### src/rtl/uart_apb_cmd_bridge.sv
// Purpose : ASCII-hex UART command parser driving an APB3 master (single read, single write, burst read).
// Latency : last command char popped at N -> SETUP N+1, ACCESS N+2, first response char pushed N+3.
// Backpr. : pops RX only while parsing; pushes TX only when tx_full=0 and advances char index on push.
//
// Ports:
//   clk, reset_n            clock, synchronous active-low reset
//   rx_data/rx_empty/rx_pop RX FIFO head, empty flag, pop strobe (combinational)
//   tx_data/tx_push/tx_full TX FIFO byte, push strobe (combinational), full flag
//   paddr/pwrite/penable/pwdata/prdata/pready/pslverr  APB3 master side (psel decoded outside)
//   busy                    high whenever the FSM is not IDLE
module uart_apb_cmd_bridge #(
    parameter int ADDR_W  = 32,
    parameter int DATA_W  = 32,
    parameter int TIMEOUT = 255
) (
    input  logic              clk,
    input  logic              reset_n,
    input  logic [7:0]        rx_data,
    input  logic              rx_empty,
    output logic              rx_pop,
    output logic [7:0]        tx_data,
    output logic              tx_push,
    input  logic              tx_full,
    output logic [ADDR_W-1:0] paddr,
    output logic              pwrite,
    output logic              penable,
    output logic [DATA_W-1:0] pwdata,
    input  logic [DATA_W-1:0] prdata,
    input  logic              pready,
    input  logic              pslverr,
    output logic              busy
);

    localparam int AN    = ADDR_W / 4;
    localparam int DN    = DATA_W / 4;
    localparam int TO_W  = (TIMEOUT > 1) ? $clog2(TIMEOUT) : 1;
    localparam bit TO_EN = (TIMEOUT != 0);
    localparam logic [TO_W-1:0]   TO_LAST = TO_W'((TIMEOUT > 0) ? TIMEOUT - 1 : 0);
    localparam logic [ADDR_W-1:0] STEP    = ADDR_W'(DATA_W / 8);
    localparam logic [3:0]        AN_LAST = 4'(AN - 1);
    localparam logic [3:0]        DN_LAST = 4'(DN - 1);

    typedef enum logic [3:0] {
        IDLE, CMD, ADDR, DATA, CNT, SETUP, ACCESS, TXDATA, TXSUM, TXSTAT, TXERR
    } state_t;

    state_t            state;
    logic              is_s;       // first command char was 'S'
    logic              is_write;
    logic              is_burst;
    logic [3:0]        idx;        // char index within the current field
    logic [7:0]        cnt_q;      // burst words still to run after the current one
    logic [TO_W-1:0]   tcnt;
    logic [DATA_W-1:0] rdata_q;    // shifted left one nibble per pushed char
    logic [7:0]        sum_q;
    logic [7:0]        stat_q;
    logic [4:0]        dec;        // {valid, nibble} of rx_data
    logic              parse_st;
    logic              tx_st;

    function automatic logic [4:0] hex_dec(input logic [7:0] c);
        logic [4:0] r;
        r = 5'd0;
        if (c >= 8'h30 && c <= 8'h39)      r = {1'b1, c[3:0]};
        else if (c >= 8'h41 && c <= 8'h46) r = {1'b1, c[3:0] + 4'd9};
        else if (c >= 8'h61 && c <= 8'h66) r = {1'b1, c[3:0] + 4'd9};
        return r;
    endfunction

    function automatic logic [7:0] hex_enc(input logic [3:0] n);
        return (n < 4'd10) ? (8'h30 + {4'd0, n}) : (8'h37 + {4'd0, n});
    endfunction

    // Checksum over the received fields; paddr/pwdata still hold them for a write.
    function automatic logic [7:0] calc_sum(input logic [ADDR_W-1:0] a, input logic [DATA_W-1:0] d);
        logic [7:0] s;
        s = 8'd0;
        for (int i = 0; i < ADDR_W / 8; i++) s = s + a[8*i +: 8];
        for (int i = 0; i < DATA_W / 8; i++) s = s + d[8*i +: 8];
        return s;
    endfunction

    always_comb begin
        dec      = hex_dec(rx_data);
        parse_st = (state == IDLE) || (state == CMD) || (state == ADDR) ||
                   (state == DATA) || (state == CNT);
        tx_st    = (state == TXDATA) || (state == TXSUM) || (state == TXSTAT) ||
                   (state == TXERR);
        rx_pop   = reset_n & ~rx_empty & parse_st;
        tx_push  = reset_n & ~tx_full & tx_st;
        tx_data  = 8'h00;
        case (state)
            TXDATA:  tx_data = hex_enc(rdata_q[DATA_W-1 -: 4]);
            TXSUM:   tx_data = hex_enc(sum_q[7:4]);
            TXSTAT:  tx_data = stat_q;
            TXERR:   tx_data = 8'h3F;
            default: tx_data = 8'h00;
        endcase
    end

    always_ff @(posedge clk) begin
        if (!reset_n) begin
            state    <= IDLE;
            busy     <= 1'b0;
            penable  <= 1'b0;
            pwrite   <= 1'b0;
            paddr    <= '0;
            pwdata   <= '0;
            is_s     <= 1'b0;
            is_write <= 1'b0;
            is_burst <= 1'b0;
            idx      <= '0;
            cnt_q    <= '0;
            tcnt     <= '0;
            rdata_q  <= '0;
            sum_q    <= '0;
            stat_q   <= 8'h4B;
        end else begin
            case (state)
                IDLE: begin
                    if (!rx_empty) begin
                        if (rx_data == 8'h53) begin          // 'S'
                            is_s  <= 1'b1;
                            busy  <= 1'b1;
                            state <= CMD;
                        end else if (rx_data == 8'h42) begin // 'B'
                            is_s  <= 1'b0;
                            busy  <= 1'b1;
                            state <= CMD;
                        end
                    end
                end
                CMD: begin
                    if (!rx_empty) begin
                        idx   <= '0;
                        cnt_q <= '0;
                        if (is_s && rx_data == 8'h52) begin          // SR
                            is_write <= 1'b0;
                            is_burst <= 1'b0;
                            state    <= ADDR;
                        end else if (is_s && rx_data == 8'h57) begin // SW
                            is_write <= 1'b1;
                            is_burst <= 1'b0;
                            state    <= ADDR;
                        end else if (!is_s && rx_data == 8'h52) begin // BR
                            is_write <= 1'b0;
                            is_burst <= 1'b1;
                            state    <= ADDR;
                        end else begin
                            state <= TXERR;
                        end
                    end
                end
                ADDR: begin
                    if (!rx_empty) begin
                        if (!dec[4]) begin
                            state <= TXERR;
                        end else begin
                            paddr <= {paddr[ADDR_W-5:0], dec[3:0]};
                            if (idx == AN_LAST) begin
                                idx <= '0;
                                if (is_write)      state <= DATA;
                                else if (is_burst) state <= CNT;
                                else               state <= SETUP;
                            end else begin
                                idx <= idx + 4'd1;
                            end
                        end
                    end
                end
                DATA: begin
                    if (!rx_empty) begin
                        if (!dec[4]) begin
                            state <= TXERR;
                        end else begin
                            pwdata <= {pwdata[DATA_W-5:0], dec[3:0]};
                            if (idx == DN_LAST) begin
                                idx    <= '0;
                                pwrite <= 1'b1;
                                state  <= SETUP;
                            end else begin
                                idx <= idx + 4'd1;
                            end
                        end
                    end
                end
                CNT: begin
                    if (!rx_empty) begin
                        if (!dec[4]) begin
                            state <= TXERR;
                        end else begin
                            cnt_q <= {cnt_q[3:0], dec[3:0]};
                            if (idx == 4'd1) begin
                                idx   <= '0;
                                state <= SETUP;
                            end else begin
                                idx <= idx + 4'd1;
                            end
                        end
                    end
                end
                SETUP: begin
                    penable <= 1'b1;
                    tcnt    <= '0;
                    state   <= ACCESS;
                end
                ACCESS: begin
                    if (pready) begin
                        penable <= 1'b0;
                        pwrite  <= 1'b0;
                        idx     <= '0;
                        if (is_write) begin
                            sum_q  <= calc_sum(paddr, pwdata);
                            stat_q <= pslverr ? 8'h45 : 8'h4B;
                            state  <= TXSUM;
                        end else if (pslverr) begin
                            // failed word: data chars suppressed, burst abandoned
                            stat_q <= 8'h45;
                            state  <= TXSTAT;
                        end else begin
                            rdata_q <= prdata;
                            stat_q  <= 8'h4B;
                            state   <= TXDATA;
                            if (is_burst) paddr <= paddr + STEP;
                        end
                    end else if (TO_EN && tcnt == TO_LAST) begin
                        // this is the TIMEOUT-th ACCESS cycle without pready
                        penable <= 1'b0;
                        pwrite  <= 1'b0;
                        idx     <= '0;
                        stat_q  <= 8'h54;
                        if (is_write) begin
                            sum_q <= calc_sum(paddr, pwdata);
                            state <= TXSUM;
                        end else begin
                            state <= TXSTAT;
                        end
                    end else begin
                        tcnt <= tcnt + TO_W'(1);
                    end
                end
                TXDATA: begin
                    if (!tx_full) begin
                        rdata_q <= rdata_q << 4;
                        if (idx == DN_LAST) begin
                            idx <= '0;
                            if (cnt_q != 8'd0) begin
                                cnt_q <= cnt_q - 8'd1;
                                state <= SETUP;
                            end else begin
                                state <= TXSTAT;
                            end
                        end else begin
                            idx <= idx + 4'd1;
                        end
                    end
                end
                TXSUM: begin
                    if (!tx_full) begin
                        sum_q <= sum_q << 4;
                        if (idx == 4'd1) begin
                            idx   <= '0;
                            state <= TXSTAT;
                        end else begin
                            idx <= idx + 4'd1;
                        end
                    end
                end
                TXSTAT, TXERR: begin
                    if (!tx_full) begin
                        busy  <= 1'b0;
                        state <= IDLE;
                    end
                end
                default: begin
                    busy  <= 1'b0;
                    state <= IDLE;
                end
            endcase
        end
    end

endmodule

### config.mk
export PLATFORM = sky130hd
export DESIGN_NAME = uart_apb_cmd_bridge
export DESIGN_NICKNAME = d
export VERILOG_FILES = /design/src/rtl/uart_apb_cmd_bridge.sv
export SDC_FILE = /design/constraint.sdc
export NUM_CORES = 1
export LEC_CHECK = 0
export CORE_ASPECT_RATIO = 2
export CORE_UTILIZATION = 30
export CTS_CLUSTER_DIAMETER = 200
export DETAILED_ROUTE_END_ITERATION = 6
export DONT_BUFFER_PORTS = 1
export REMOVE_ABC_BUFFERS = 1
export SKIP_LAST_GASP = 1
export SYNTH_ARGS = -nofsm -noshare
export SYNTH_HDL_FRONTEND = slang
export SYNTH_SLANG_ARGS = --single-unit
### constraint.sdc
create_clock -name clk -period 3.9 [get_ports clk]
set_input_delay 0.195 -clock clk [delete_from_list [all_inputs] [get_ports clk]]
set_output_delay 0.195 -clock clk [all_outputs]
set_load 0.005 [all_outputs]
Yosys cells after proc, flatten, opt, wreduce, memory -nomap -nowiden
Index checks and enable logic that the tools add are counted.
Word-level totals
  bits in registers: 142
  bits of input ports: 46
  output and inout port bits: 77
  logic and storage cells: 232
Operators by class
  add/sub/neg operators: 16
  magnitude comparators: 8
  equal/unequal tests: 45
  multiplexer cells: 98
  bitwise gates (word level): 7
  reductions and logical operators: 43
Operator list (number)
  32-bit two-way mux: 10
  4-bit two-way mux: 38
  32-bit case mux with 2 select lines: 2
  8-bit two-way mux: 14
  8-bit adder: 7
  4-bit case mux with 10 select lines: 1
  2-bit != test, second input constant: 18
  32-bit by 3-bit adder with 32-bit output, second input constant: 1
  8-bit by 7-bit == test with 1-bit output, second input constant: 4
  8-bit case mux with 2 select lines: 2
  8-bit case mux with 4 select lines: 1
  6-bit by 4-bit adder with 7-bit output, first input constant: 4
  4-bit case mux with 6 select lines: 1
  8-bit case mux with 3 select lines: 1
  4-bit by 3-bit == test with 1-bit output, second input constant: 5
  1-bit two-way mux: 19
  8-bit by 7-bit >= comparator with 1-bit output, second input constant: 2
  8-bit by 7-bit <= comparator with 1-bit output, second input constant: 2
  5-bit two-way mux: 3
  15-bit AND reduction: 1
  3-bit AND reduction: 5
  7-bit two-way mux: 2
  7-bit AND reduction: 2
  2-bit nonzero test: 7
  33 further kinds: 65

Logic depth before layout (Yosys ltp)
  depth in word-level cells: 11
  gate-level depth with buffers: 17

Worst setup path after synthesis
Ideal clock, no wire load.
  path type: register -> register
  start: reg paddr[11]
  end: reg sum_q[7]
  setup time: 101 ps
  arrival time: 4035 ps
  data required time: 3799 ps
  setup slack: -236 ps
  stages on the path, launching flop included: 17
  period minus slack after synthesis: 4136 ps
  cell sequence: dfxtp_1 > clkbuf_1 > inv_1 > fa_1 > inv_1 > fa_1 > fa_1 > inv_1 > fa_1 > inv_1 > ha_1 > a21o_1 > a21oi_1 > o21bai_1 > a21oi_1 > xnor2_1 > o41ai_1
On the way
  longest elaborated chain between the ends: 11
RTL lines
  start: declaration: RTL line 24  | output logic [ADDR_W-1:0] paddr,
  start signal: assignment: RTL line 159  | paddr <= {paddr[ADDR_W-5:0], dec[3:0]};
  start signal: assignment: RTL line 224  | if (is_burst) paddr <= paddr + STEP;
  8-bit adder * (3 in a row): RTL line 78  | for (int i = 0; i < ADDR_W / 8; i++) s = s + a[8*i +: 8];
  8-bit adder * (4 in a row): RTL line 79  | for (int i = 0; i < DATA_W / 8; i++) s = s + d[8*i +: 8];
  8-bit two-way mux *: RTL line 212, 232
  8-bit two-way mux: RTL line 226  | end else if (TO_EN && tcnt == TO_LAST) begin
  8-bit two-way mux *: RTL line 208  | if (pready) begin
  8-bit case mux with 2 select lines *: RTL line 119  | case (state)
  end signal: assignment: RTL line 213  | sum_q <= calc_sum(paddr, pwdata);
  end signal: assignment: RTL line 233  | sum_q <= calc_sum(paddr, pwdata);
  end signal: assignment: RTL line 260  | sum_q <= sum_q << 4;
  end: declaration: RTL line 55  | logic [7:0] sum_q;
Every way passes the cells marked *; elsewhere a longest branch is shown, timed or not. The select of a mux whose other input is x is not followed.
A chain may end at the register's enable or synchronous reset.

Worst setup path after layout
  start: reg pwdata[11]
  end: reg sum_q[5]
On the way
  longest elaborated chain between the ends: 7
RTL lines
  start: declaration: RTL line 27  | output logic [DATA_W-1:0] pwdata,
  start signal: assignment: RTL line 176  | pwdata <= {pwdata[DATA_W-5:0], dec[3:0]};
  8-bit adder * (3 in a row): RTL line 79
  8-bit two-way mux *: RTL line 212, 232
  8-bit two-way mux: RTL line 226
  8-bit two-way mux *: RTL line 208
  8-bit case mux with 2 select lines *: RTL line 119
Marks and branches as above.

==> results.ini <==
[run_status]
status=complete, but fails checks
violations=setup timing

[power]
leakage_nw=3.85
p_int_mw=2.64
ir_drop_mv=0.397
power.net_switching_uw=706
power_mw=3.35
p_comb_share_pct=3.5
p_clk_share_pct=54.3
swShare_pct=21.1
power_per_cell_area_nw_per_um2=312
power_frac_seq_pct=42.3

[sta]
relSlewSlack_pct=35.3
period_share_pct=100
setup_tns_ns=-0.00801
max_freq_mhz=256
holdWs_ns=0.0313
rsz0062_at_grt=yes
period_minus_slack_ns=3.91
hold_viol=0
timing.clock.skew_ns=0.00926
slew_viol_final=0
setup_ws_ns=-0.00801
tightestPinTransition_ns=0.971
finalSetupViolCount=1

[grt]
antenna_found_initial=0
grt_max_degree=52
grt_overflow=0
grt_pass1_vias=8503
grt_pass1_wl_mm=46.3
grt_usage_pct=19.5

[critical_path]
timing.rr.start=pwdata[11]$_SDFFE_PN0P_
end_kind=flip-flop
arrival_ns=4.25
worst-path-max-fanout=2
ff2ff_path_depth=15
startpoint_type=flip-flop
reg2reg_to=sum_q[5]$_SDFFE_PN0P_
rrSetupSlack_ns=-0.008
critical_path_class=flip-flop to flip-flop
worstPathRequired_ns=4.24

[floorplan]
io_pins=123
die_area_um2=30600
initial_utilization_pct=30.5
die_w_um=124
rows=89
core_um2=29400
chipHeight_um=246

[layout]
finalNonFillerCells=1570
final_util_pct=36.5
antennaDiodeCount=0
area_growth_pct=19.8
nets=1299
finalInstanceArea_um2=10700
drive_above_1_share_pct=13.7
fill_cells=3067

[logic_synthesis]
netlist.area_leader.share_pct=30.8
ys_seq_area_share_pct=30.8
ys_types=85
synth_seq_cells=138
synth_edf_count=0
synth-main-ff-cell=dfxtp_1
synthTopCellsByArea=dfxtp_1 31%, fa_1 8.7%, nand2_1 7.8%
synthesis.instances=1142
synth.avg_cell_area_um2=7.85
yosysTopAreaCell=dfxtp_1
syn_area_um2=8960
ys.warnings.count=0
synth_async_sr_flop_share_pct=0

[clock_network]
path_clk_slew_ns=0.06
cts-root-buf=clkbuf_16
clockBufferDepth=2
cts_tree=built
clock_latency_ns=0.44
numClockSinks=138
cts_inserted_buffers=17
htree_levels=4

[routing]
drc_errors=0
avgRoutedWirePerCell_um=18.9
vias=8564
vias_per_cell=5.45
drt-pass1-iter-count=5
drtIter0Drc=520
drtAntennaViolNets=0
wirelength_mm=29.7

[placement]
place_ws_ns=-0.130
routabilityCongestion=0.932
dp_cells=1500
io_buffers=0
placed_cell_area_um2=9620
hpwl_mm=22.1

[hold_path]
hp-class=input port to flip-flop
whs_endpoint=paddr[23]$_SDFFE_PN0P_
hold_depth=2
holdCritStartpoint=reset_n

[run]
drv_cap=0

how the worst max path moves through the flow:
stage                             from  slack, ns                    end
2_1_floorplan    state[1]$_SDFFE_PN0P_      -1.06   penable$_SDFFE_PN0P_
3_3_place_gp     paddr[3]$_SDFFE_PN0P_      -0.08  sum_q[5]$_SDFFE_PN0P_
3_5_place_dp     paddr[3]$_SDFFE_PN0P_      -0.13  sum_q[7]$_SDFFE_PN0P_
4_1_cts         paddr[26]$_SDFFE_PN0P_      0.001  sum_q[6]$_SDFFE_PN0P_
5_1_grt        pwdata[11]$_SDFFE_PN0P_      -0.17  sum_q[5]$_SDFFE_PN0P_
6_report       pwdata[11]$_SDFFE_PN0P_     -0.008  sum_q[5]$_SDFFE_PN0P_
flip-flops by register name, summed over array words and instances, names as in the netlist:
name      flops
busy          1
cnt_q         8
idx           4
is_burst      1
is_s          1
is_write      1
paddr        32
penable       1
pwdata       32
pwrite        1
rdata_q      32
stat_q        4
state         4
sum_q         8
tcnt          8
routing by layer:
layer  GRT usage, %  vias to the layer above  share of wire (%)
met5              0                        -                  0
met4           13.6                        0                6.7
met3           4.41                      101                5.5
met2           37.4                      312                 55
met1           17.8                     4095                 32
li1               -                     4056                  -
power groups by stage:
stage / combinational (mW) / sequential [mW] / clock, mW
final: 0.116 / 1.41 / 1.82
after global routing: 0.124 / 1.41 / 1.91
after CTS: 0.117 / 1.41 / 1.86
after detailed placement: 0.0762 / 1.45 / 0
after global placement: 0.0761 / 1.45 / 0
after floorplan: 0.0525 / 1.44 / 0
area by class of cell:
type / count / area [µm²] / area share (%)
well taps: 364 / 455 / 4.24
multi-input cells: 825 / 5540 / 51.6
clock buffers: 20 / 467 / 4.35
clock inverters: 11 / 193 / 1.79
inverters: 103 / 388 / 3.61
flip-flops and latches: 138 / 2770 / 25.8
repair buffers: 109 / 921 / 8.58
critical path, cell delays in order, from the launching register on:
cell and delay [ns]:
dfxtp_2 0.33, inv_2 0.04, fa_1 0.54, inv_2 0.05, fa_1 0.49, fa_1 0.57, inv_2 0.04, fa_1 0.56
inv_1 0.05, ha_1 0.26, a21o_1 0.17, a21oi_2 0.16, buf_4 0.14, xnor2_2 0.10, nand2_1 0.08, a311oi_2 0.26
kinds of logic (layout without fill, tap and decap cells):
group,after synthesis,in the layout,synth area share [%]
muxes,15,15,1.68
adders and majority gates,59,59,11.5
xor gates and xnor gates,27,27,2.64
DFF,138,138,30.8
other,1,1,0.0419
AOI/OAI and AO/OA,292,292,22.0
buffers and inverters,179,243,8.28
and+or+nand+nor,431,431,23.0
layout by cell type (no fill, tap or decap), types with 5 or more instances in the layout:
cell type and instances:
nand2_1 187, dfxtp_1 133, nor2_1 96, inv_1 94
a21oi_1 94, buf_4 72, o21ai_0 47, fa_1 37
dlygate4sd3_1 36, a311oi_1 29, nand3_1 28, nor3_1 19
xnor2_1 19, ha_1 18, clkbuf_16 17, mux2i_1 15
a21o_1 13, a211oi_1 12, or3_1 12, o31ai_1 12
nand4_1 11, nor2b_1 10, nand2b_1 9, a31oi_1 9
o22ai_1 8, inv_2 8, o32ai_1 8, xor2_1 7
nor4_1 7, or2_2 6, and2_1 6, and3_1 5
and4_1 5, o211ai_1 5, bufinv_16 5, dfxtp_2 5
synth_stat cells (4+ instances only):
master      n
a311oi_1   30
a211oi_1   12
or2_2       6
buf_2      11
dfxtp_1   138
buf_1       5
o31ai_1    12
nand4_1    11
nor2_1     97
and4_1      5
inv_1     103
clkbuf_1   51
nor3b_1     4
xnor2_1    20
or3_1      12
buf_6       6
and2_1      6
o221a_2     4
o32ai_1     8
nand3_1    29
ha_1       20
o41ai_1     4
a21o_1     13
o22ai_1     8
nor4_1      7
mux2i_1    15
fa_1       39
a21oi_1    97
a31oi_1     9
and3_1      6
nand2_1   187
o21ai_0    47
o211ai_1    5
xor2_1      7
nand2b_1    9
nor3_1     20
nor2b_1    10
a22oi_1     4
repair_timing:
action	4_1_cts	5_1_grt
buffers inserted	0	2
gates resized for setup	7	17
endpoints found under the hold margin	75	0
endpoints found under the setup margin	4	5
cloned	0	0
hold buffers	37	0
pin swaps	10	13
(Power assumes the default switching activity.)
